[config.mk]
export PLATFORM = sky130hd
export DESIGN_NAME = guess_engine
export DESIGN_NICKNAME = d
export VERILOG_FILES = /design/src/rtl/hangman_pkg.sv /design/src/rtl/guess_engine_slot_match.sv /design/src/rtl/guess_engine.sv
export SDC_FILE = /design/constraint.sdc
export NUM_CORES = 1
export LEC_CHECK = 0
export BUFFER_PORTS_ARGS = -buffer_cell sky130_fd_sc_hd__buf_2
export CORE_ASPECT_RATIO = 0.75
export CORE_MARGIN = 1
export CORE_UTILIZATION = 35
export CTS_CLUSTER_SIZE = 40
export DETAILED_ROUTE_END_ITERATION = 10
export GPL_TIMING_DRIVEN = 0
export PLACE_DENSITY = 0.54
export SKIP_CTS_REPAIR_TIMING = 1
export SLEW_MARGIN = 20
export SYNTH_ARGS = -nofsm -noshare
export SYNTH_HDL_FRONTEND = slang
export SYNTH_HIERARCHICAL = 1
export SYNTH_SLANG_ARGS = --single-unit
export TNS_END_PERCENT = 5
[constraint.sdc]
create_clock -name clk -period 6.3 [get_ports clk]
set_clock_uncertainty 0.05 [all_clocks]
set_input_delay 0.315 -clock clk [delete_from_list [all_inputs] [get_ports clk]]
set_output_delay 0.315 -clock clk [all_outputs]
set_load 0.01 [all_outputs]
[src/rtl/hangman_pkg.sv]
// Shared constants and FSM state encoding for the Hangman guess engine.
package hangman_pkg;

   localparam int          LETTER_W    = 5;
   localparam logic [4:0]  BLANK       = 5'b11111;
   localparam int          LETTER_MAX  = 25;
   localparam int          NUM_LETTERS = 26;

   typedef enum logic [2:0] {
      S_IDLE    = 3'd0,
      S_READY   = 3'd1,
      S_CHECK   = 3'd2,
      S_RELEASE = 3'd3,
      S_DONE    = 3'd4
   } state_t;

endpackage

[src/rtl/guess_engine_slot_match.sv]
// Parallel comparator: flags every active slot whose letter equals the guess.
module slot_match
   import hangman_pkg::*;
#(
   parameter int MAX_LEN  = 5,
   parameter int LETTER_W = 5
) (
   input  logic [MAX_LEN*LETTER_W-1:0] word,
   input  logic [MAX_LEN-1:0]          active,
   input  logic [LETTER_W-1:0]         g,
   output logic [MAX_LEN-1:0]          match
);

   genvar gi;
   generate
      for (gi = 0; gi < MAX_LEN; gi++) begin : g_slot
         assign match[gi] = active[gi] & (word[gi*LETTER_W +: LETTER_W] == g);
      end
   endgenerate

endmodule

[src/rtl/guess_engine.sv]
// Hangman letter-guess engine: secret word, revealed mask, used-letter set,
// saturating miss counter and win/loss flags behind a small guess FSM.
module guess_engine #(
   parameter  int MAX_LEN    = 5,
   parameter  int LETTER_W   = 5,
   parameter  int MAX_MISSES = 6,
   localparam int MISS_W     = $clog2(MAX_MISSES + 1)
) (
   input  logic                        clk,
   input  logic                        resetn,
   input  logic                        start,
   input  logic [MAX_LEN*LETTER_W-1:0] word_in,
   input  logic                        go,
   input  logic [LETTER_W-1:0]         guess,
   output logic [MAX_LEN-1:0]          revealed,
   output logic [MAX_LEN-1:0]          active,
   output logic [MISS_W-1:0]           misses,
   output logic                        hit,
   output logic                        miss,
   output logic                        dup,
   output logic                        invalid,
   output logic                        won,
   output logic                        lost,
   output logic                        ready
);

   import hangman_pkg::*;

   localparam logic [LETTER_W-1:0] BLANK_CODE = {LETTER_W{1'b1}};
   localparam logic [LETTER_W-1:0] LAST_CODE  = LETTER_W'(LETTER_MAX);
   localparam logic [MISS_W-1:0]   MISS_LIMIT = MISS_W'(MAX_MISSES);
   localparam logic [MISS_W-1:0]   MISS_ONE   = MISS_W'(1);

   state_t                         state_q, state_d;
   logic [MAX_LEN*LETTER_W-1:0]    word_q, word_d;
   logic [MAX_LEN-1:0]             active_q, active_d;
   logic [MAX_LEN-1:0]             revealed_q, revealed_d;
   logic [NUM_LETTERS-1:0]         used_q, used_d;
   logic [MISS_W-1:0]              misses_q, misses_d;
   logic [LETTER_W-1:0]            g_q, g_d;
   logic                           go_q, go_d;
   logic [LETTER_W-1:0]            guess_q, guess_d;
   logic                           hit_q, hit_d;
   logic                           miss_q, miss_d;
   logic                           dup_q, dup_d;
   logic                           invalid_q, invalid_d;
   logic                           won_q, won_d;
   logic                           lost_q, lost_d;

   logic [MAX_LEN-1:0]             word_active;
   logic [MAX_LEN-1:0]             match;

   genvar gi;
   generate
      for (gi = 0; gi < MAX_LEN; gi++) begin : g_active
         assign word_active[gi] = (word_in[gi*LETTER_W +: LETTER_W] != BLANK_CODE);
      end
   endgenerate

   slot_match #(
      .MAX_LEN  (MAX_LEN),
      .LETTER_W (LETTER_W)
   ) u_slot_match (
      .word   (word_q),
      .active (active_q),
      .g      (g_q),
      .match  (match)
   );

   always_ff @(posedge clk or negedge resetn) begin
      if (!resetn) begin
         state_q    <= S_IDLE;
         word_q     <= {MAX_LEN{BLANK_CODE}};
         active_q   <= '0;
         revealed_q <= '0;
         used_q     <= '0;
         misses_q   <= '0;
         g_q        <= '0;
         go_q       <= 1'b0;
         guess_q    <= '0;
         hit_q      <= 1'b0;
         miss_q     <= 1'b0;
         dup_q      <= 1'b0;
         invalid_q  <= 1'b0;
         won_q      <= 1'b0;
         lost_q     <= 1'b0;
      end else begin
         state_q    <= state_d;
         word_q     <= word_d;
         active_q   <= active_d;
         revealed_q <= revealed_d;
         used_q     <= used_d;
         misses_q   <= misses_d;
         g_q        <= g_d;
         go_q       <= go_d;
         guess_q    <= guess_d;
         hit_q      <= hit_d;
         miss_q     <= miss_d;
         dup_q      <= dup_d;
         invalid_q  <= invalid_d;
         won_q      <= won_d;
         lost_q     <= lost_d;
      end
   end

   // go and guess pass through one input register, so the FSM sees a guess one edge after it arrives.
   always_comb begin
      state_d    = state_q;
      word_d     = word_q;
      active_d   = active_q;
      revealed_d = revealed_q;
      used_d     = used_q;
      misses_d   = misses_q;
      g_d        = g_q;
      go_d       = go;
      guess_d    = guess;
      hit_d      = 1'b0;
      miss_d     = 1'b0;
      dup_d      = 1'b0;
      invalid_d  = 1'b0;
      won_d      = won_q;
      lost_d     = lost_q;

      if (start) begin
         word_d     = word_in;
         active_d   = word_active;
         revealed_d = '0;
         used_d     = '0;
         misses_d   = '0;
         lost_d     = 1'b0;
         won_d      = (word_active == '0);
         state_d    = S_RELEASE;
      end else begin
         case (state_q)
            S_IDLE: ;
            S_READY: begin
               if (go_q) begin
                  g_d     = guess_q;
                  state_d = S_CHECK;
               end
            end
            S_CHECK: begin
               state_d = S_RELEASE;
               if (g_q > LAST_CODE) begin
                  invalid_d = 1'b1;
               end else if (used_q[g_q]) begin
                  dup_d = 1'b1;
               end else if (match != '0) begin
                  revealed_d  = revealed_q | match;
                  used_d[g_q] = 1'b1;
                  hit_d       = 1'b1;
                  if ((revealed_q | match) == active_q) won_d = 1'b1;
               end else begin
                  used_d[g_q] = 1'b1;
                  miss_d      = 1'b1;
                  if (misses_q < MISS_LIMIT) begin
                     misses_d = misses_q + MISS_ONE;
                     if (misses_q + MISS_ONE == MISS_LIMIT) lost_d = 1'b1;
                  end
               end
            end
            S_RELEASE: begin
               if (!go_q) state_d = (won_q | lost_q) ? S_DONE : S_READY;
            end
            S_DONE: ;
            default: state_d = S_IDLE;
         endcase
      end
   end

   always_comb begin
      ready    = (state_q == S_READY);
      revealed = revealed_q;
      active   = active_q;
      misses   = misses_q;
      hit      = hit_q;
      miss     = miss_q;
      dup      = dup_q;
      invalid  = invalid_q;
      won      = won_q;
      lost     = lost_q;
   end

endmodule

Yosys cells after proc, flatten, opt, wreduce, memory -nomap -nowiden
Cells that the tools add are included.
{ "totals": {"register_bits": 84, "input_bits": 34, "output_inout_bits": 20} }
{ "op_classes": {"addsub": 1, "order_cmp": 4, "eq_ne": 22, "mux": 54, "bitwise": 9, "n_reduce_logical": 17} }
{ "op_table": {"columns": ["operator", "n"], "rows": [
  ["$mux W26", 4],
  ["$mux W1", 32],
  ["$eq A5 B5 Y1", 6],
  ["$mux W3", 10],
  ["$or A26 B26 Y26", 1],
  ["$mux W5", 5],
  ["$ne A5 B5 Y1 const B", 5],
  ["$pmux W3 S4", 1],
  ["$reduce_and A5 Y1", 2],
  ["$reduce_bool A2 Y1", 5],
  ["$reduce_and A3 Y1", 3],
  ["$eq A3 B2 Y1 const B", 2],
  ["$eq A3 B3 Y1 const B", 2],
  ["$lt A5 B6 Y1 const B", 1],
  ["$ne A2 B2 Y1 const B", 3],
  ["$reduce_and A6 Y1", 1],
  ["$and A1 B1 Y1", 5],
  ["$bmux W1 S5", 1],
  ["$demux W1 S5", 1],
  ["$ge A5 B1 Y1 const B", 1],
  ["$gt A5 B5 Y1 const B", 1],
  ["$logic_not A5 Y1", 1],
  ["$or A5 B5 Y5", 1],
  ["$reduce_bool A5 Y1", 1],
  ["12 further kinds", 12]
]} }

Depth between registers and ports, before layout
{ "depth": {"depth_word": 10, "depth_mapped": 10} }

Cells and area by module
The synthesis kept the hierarchy.
{ "modules_own_cells": {"columns": ["module", "n_inst", "cells_per_inst", "area_per_inst_um2"], "rows": [
  ["guess_engine", 1, 317, 3752.3],
  ["slot_match", 1, 40, 337.8]
]} }

Worst setup path after synthesis
Ideal clock, no wire load.
{ "synth_timing": {"path_type": "register to register", "start": "register g_q[3]", "end": "register misses_q[0] (netlist: misses[0])", "arrival_ns": 2.204, "setup_slack_ns": 3.918, "stages_incl_launch_ff": 9, "path_buffers": 1, "path_cell_list": "dfrtp_1 buf_6 xor2_1 nor4_1 and3_1 or4_1 nor3_1 o2111ai_1 mux2_1"} }
{ "synth_via": {"elab_chain_cells": 5, "elab_cells_between_ends": 18, "cone_classes": "order compare (1); eq/ne (8); mux (2); bitwise (5); reduce/logical (2)"} }
{ "synth_lines": {"columns": ["item", "line", "rtl"], "rows": [
  ["start: declaration", "guess_engine.sv:40", "logic [LETTER_W-1:0] g_q, g_d;"],
  ["start signal: assignment", "guess_engine.sv:94", "g_q <= g_d;"],
  ["$eq A5 B5 Y1", "guess_engine_slot_match.sv:17", "assign match[gi] = active[gi] & (word[gi*LETTER_W +: LETTER_W] == g);"],
  ["$and A1 B1 Y1", "guess_engine_slot_match.sv:17", null],
  ["net match[2]", "guess_engine.sv:51", "logic [MAX_LEN-1:0] match;"],
  ["$reduce_bool A5 Y1", "guess_engine.sv:148", "end else if (match != '0) begin"],
  ["$ne A2 B2 Y1 (no line)", null, null],
  ["$reduce_and A5 Y1 (no line)", null, null],
  ["end signal: assignment", "guess_engine.sv:93", "misses_q <= misses_d;"],
  ["end: declaration", "guess_engine.sv:39", "logic [MISS_W-1:0] misses_q, misses_d;"]
]} }
The timed path passes the listed nets, and every way through them passes these cells. The select of a mux whose other input is x is not followed.
A chain may end at the register's enable or synchronous reset.

Worst setup path in the final report
Same ends and word-level chain as after synthesis.

==> flow_summary_export.csv <==
group,metric,value,unit
run_status,status,"complete, no violations",
detailed_routing,drt-pass1-iter-count,4,
global_routing,grt_max_degree,47,
cts,cts_tree,"built",
worst_setup_path,worst-path-max-fanout,10,
synthesis,mappedNetlistArea,0.004090,sq mm
cts,cts.htree.levels,3,
cts,ctsRootBufferMaster,"sky130_fd_sc_hd__clkbuf_16",
placed_design,dp_slack,3.541,ns
synthesis,yosys.cell_count.top_type,"sky130_fd_sc_hd__dfrtp_1",
synthesis,synth_seq_cells,84,
timing,max_freq,0.3572,GHz
synthesis,yosysTopAreaCellShare,36.10,%
synthesis,yosysTopAreaCell,"sky130_fd_sc_hd__dfrtp_1",
worst_setup_path,slowest_stage,"sky130_fd_sc_hd__dfrtp_1",
detailed_routing,antenna_violating_nets_post_route,0,
worst_setup_path,required,6.47,ns
detailed_routing,routed_wirelength,10000,um
detailed_routing,drc,0,
timing,finalMaxSlewViolations,0,
synthesis,warnings_synthesis,6,
worst_setup_path,critical_path.n_buffers_inverters,1,
layout,multi_input_comb_area,0.001777,sq mm
layout,drive_above_1_share,33.96,%
layout,seqCellArea,0.002133,sq mm
layout,fillers,1069,
synthesis,synth_async_sr_flop_share,100.0,%
die,die_y,95.62,um
timing,setup-violations-final,0,
timing,final_critical_path_setup_slack,3.501,ns
placed_design,place.port_buffers,52,
detailed_routing,routedWlPerCell,17.64,um
layout,signed_area_change_from_the_synthesized_netlist_to_the_final_layout,19.39,%
layout,antenna-diode-count,0,
job,timing.max_cap.violations,0,
timing,post-route-period-util,44.43,%
worst_setup_path,worst-setup-path-type,"reg -> reg",
die,core_area,0.01115,sq mm
cts,worst_setup_hold_path_clk_slew,0.06,ns
synthesis,synthesis.instances,357,
timing,max_slew_margin,55.19,%
worst_setup_path,startpoint_type,"flip-flop",
cts,cts_buffers,9,
detailed_routing,vias_per_cell,5.300,
synthesis,postSynthAreaPerCell,11.46,sq um
cts,worst_skew_pair.late_latency,0.34,ns
timing,timing_worst_slew_pin_value,0.6670,ns
layout,finalNetCount,458,
timing,post_route_minimum_period,2.799,ns
global_routing,grt_overflow_total,0,
synthesis,synth_area_leaders,"sky130_fd_sc_hd__dfrtp_1, sky130_fd_sc_hd__dfstp_2, sky130_fd_sc_hd__mux2_2",
die,start_util,36.69,%
timing,rsz0062_at_grt,"no",
placed_design,dp.final_hpwl,7487,um
global_routing,grt_first_pass_wirelength,16280,um
die,die_area,0.01213,sq mm
placed_design,gp_congestion,0.8063,
worst_setup_path,cp.arrival,2.97,ns
worst_setup_path,slowest_delay,0.54,ns
die,die_span_x,126.8,um
timing,fin_tns_setup,0,ns
worst_setup_path,crit_path_cell_trace,"buf_6, xor2_1, nor4_1, and3_1, or4_1, nor3_1, o2111ai_1, mux2_1",
die,pin_count,54,
die,row_count,33,
synthesis,seq_area_frac_synth,52.16,%
synthesis,synth_fp_nets,393,
detailed_routing,violation_count_after_the_first_detailed_route_iteration,146,
timing,hold_viol,0,
global_routing,grt_antenna_before_repair,0,
synthesis,cell_variety_after_synth,50,
global_routing,first_global_vias,3002,
synthesis,postSynth.topFlopCell,"sky130_fd_sc_hd__dfrtp_1",
pwr,static_power_due_to_leakage,2.165,nW
worst_setup_path,setup.worst_path.end_class,"flip-flop",
synthesis,synth_edf_count,0,
cts,cts.sink_count,84,
pwr,power_density,319.7,mW/mm^2
synthesis,synth_top_cells_by_count,"sky130_fd_sc_hd__dfrtp_1, sky130_fd_sc_hd__nor2_1, sky130_fd_sc_hd__mux2_2",
pwr,vdd_drop_max,191.9,uV
cts,max-clock-path-buffers,2,
worst_setup_path,crit_family,"simple AND/OR/NAND/NOR gates",
hold_path,hold_class,"in -> reg",
detailed_routing,routed-via-count,3005,
global_routing,global_route_usage_over_all_layers,17.91,%
-- metrics by stage --
| step | utilization [%] | instance area [sq um] | power (mW) | cells | hold WS [ns] |
|---|---|---|---|---|---|
| 2_1_floorplan | - | 4090 | 0.8793 | 357 | -0.03059 |
| 3_3_place_gp | 40.59 | 4526 | 0.9903 | 549 | 0.3732 |
| 3_5_place_dp | 40.80 | 4548 | 0.9938 | 550 | 0.3114 |
| 4_1_cts | 43.71 | 4873 | 1.571 | 566 | -0.05346 |
| 5_1_grt | 43.80 | 4883 | 1.636 | 567 | 0.02185 |
| 6_report | 43.80 | 4883 | 1.561 | 567 | 0.03081 |
-- per-layer routing --
layer | up-vias | GRT usage [%] | routed length, um
met3 | 6 | 4.658 | 345
met1 | 1522 | 27.49 | 5436
met4 | 0 | 5.357 | 80
met5 | - | 0 | 0
li1 | 1425 | - | -
met2 | 52 | 24.08 | 4142
-- kinds of logic after synthesis --
family / Yosys count / synth area share [%]
AOI/OAI and AO/OA: 59 / 11.32
adders and majority gates: 2 / 0.6117
muxes: 44 / 12.45
DFF: 84 / 52.16
and+or+nand+nor: 105 / 12.63
xor gates and xnor gates: 30 / 6.424
buffers and inverters: 33 / 4.405
-- state kept, by name, indices dropped and copies added, names as in the netlist, 3 cells and up --
signal and flops:
used_q 26, word_q 25, active 5, g_q 5, guess_q 5, revealed 5, misses 3, state_q 3
-- worst reg2reg max path, cell delays in order (launching register included) --
cell and delay, ns:
sky130_fd_sc_hd__dfrtp_1 0.54, sky130_fd_sc_hd__buf_6 0.20, sky130_fd_sc_hd__xor2_1 0.15, sky130_fd_sc_hd__nor4_1 0.08, sky130_fd_sc_hd__and3_1 0.21, sky130_fd_sc_hd__or4_1 0.53, sky130_fd_sc_hd__nor3_1 0.36, sky130_fd_sc_hd__o2111ai_1 0.21
sky130_fd_sc_hd__mux2_1 0.35
-- final cells by class --
type                       instances  share of cell area [%]
timing repair buffer              54                   5.995
clock buffer                      10                   4.894
buffer                            25                   3.075
multi-input combinational        240                   36.38
inverter                           8                  0.6149
sequential                        84                   43.68
tap                              140                   3.587
clock inverter                     6                   1.768
-- placed cells by master, fill, tap and decap left out, drive strengths merged, types with 2 or more instances in the layout --
| master | Yosys | layout |
|---|---|---|
| a21oi | 10 | 10 |
| a22o | 5 | 5 |
| a31oi | 7 | 7 |
| a41o | 2 | 2 |
| a41oi | 15 | 15 |
| and2 | 3 | 3 |
| and3 | 9 | 9 |
| buf | 17 | 70 |
| bufinv | 0 | 2 |
| clkbuf | 8 | 18 |
| clkinv | 0 | 2 |
| dfrtp | 59 | 59 |
| dfstp | 25 | 25 |
| ha | 2 | 2 |
| inv | 8 | 9 |
| mux2 | 35 | 35 |
| mux2i | 7 | 7 |
| mux4 | 2 | 2 |
| nand2 | 11 | 11 |
| nand2b | 2 | 2 |
| nand3 | 7 | 7 |
| nand4 | 4 | 4 |
| nor2 | 46 | 46 |
| nor2b | 5 | 5 |
| nor3 | 5 | 5 |
| nor4 | 7 | 7 |
| o21ai | 4 | 4 |
| o2bb2ai | 3 | 3 |
| o32ai | 4 | 4 |
| xnor2 | 6 | 6 |
| xor2 | 24 | 24 |
-- report_power, final --
group	switching, mW	total, mW	internal (mW)	leakage [nW]
Clock	0.215	0.572	0.358	0.159
Combinational	0.219	0.367	0.147	0.978
Sequential	0.0344	0.622	0.588	1.03
-- worst paths after layout --
path	start	to	slack [ns]	depth (start not counted)
min in group asynchronous	resetn	guess_q[3]	0.47	2
worst min-delay path	guess[2]	guess_q[2]	0.03	1
worst min register to register	guess_q[2]	g_q[2]	0.43	1
max in group asynchronous	resetn	word_q[1]	5.03	3
worst max register to register	g_q[3]	misses[0]	3.50	8
worst max-delay path	g_q[3]	misses[0]	3.50	8
No activity file was read; power rests on OpenSTA's default activity.
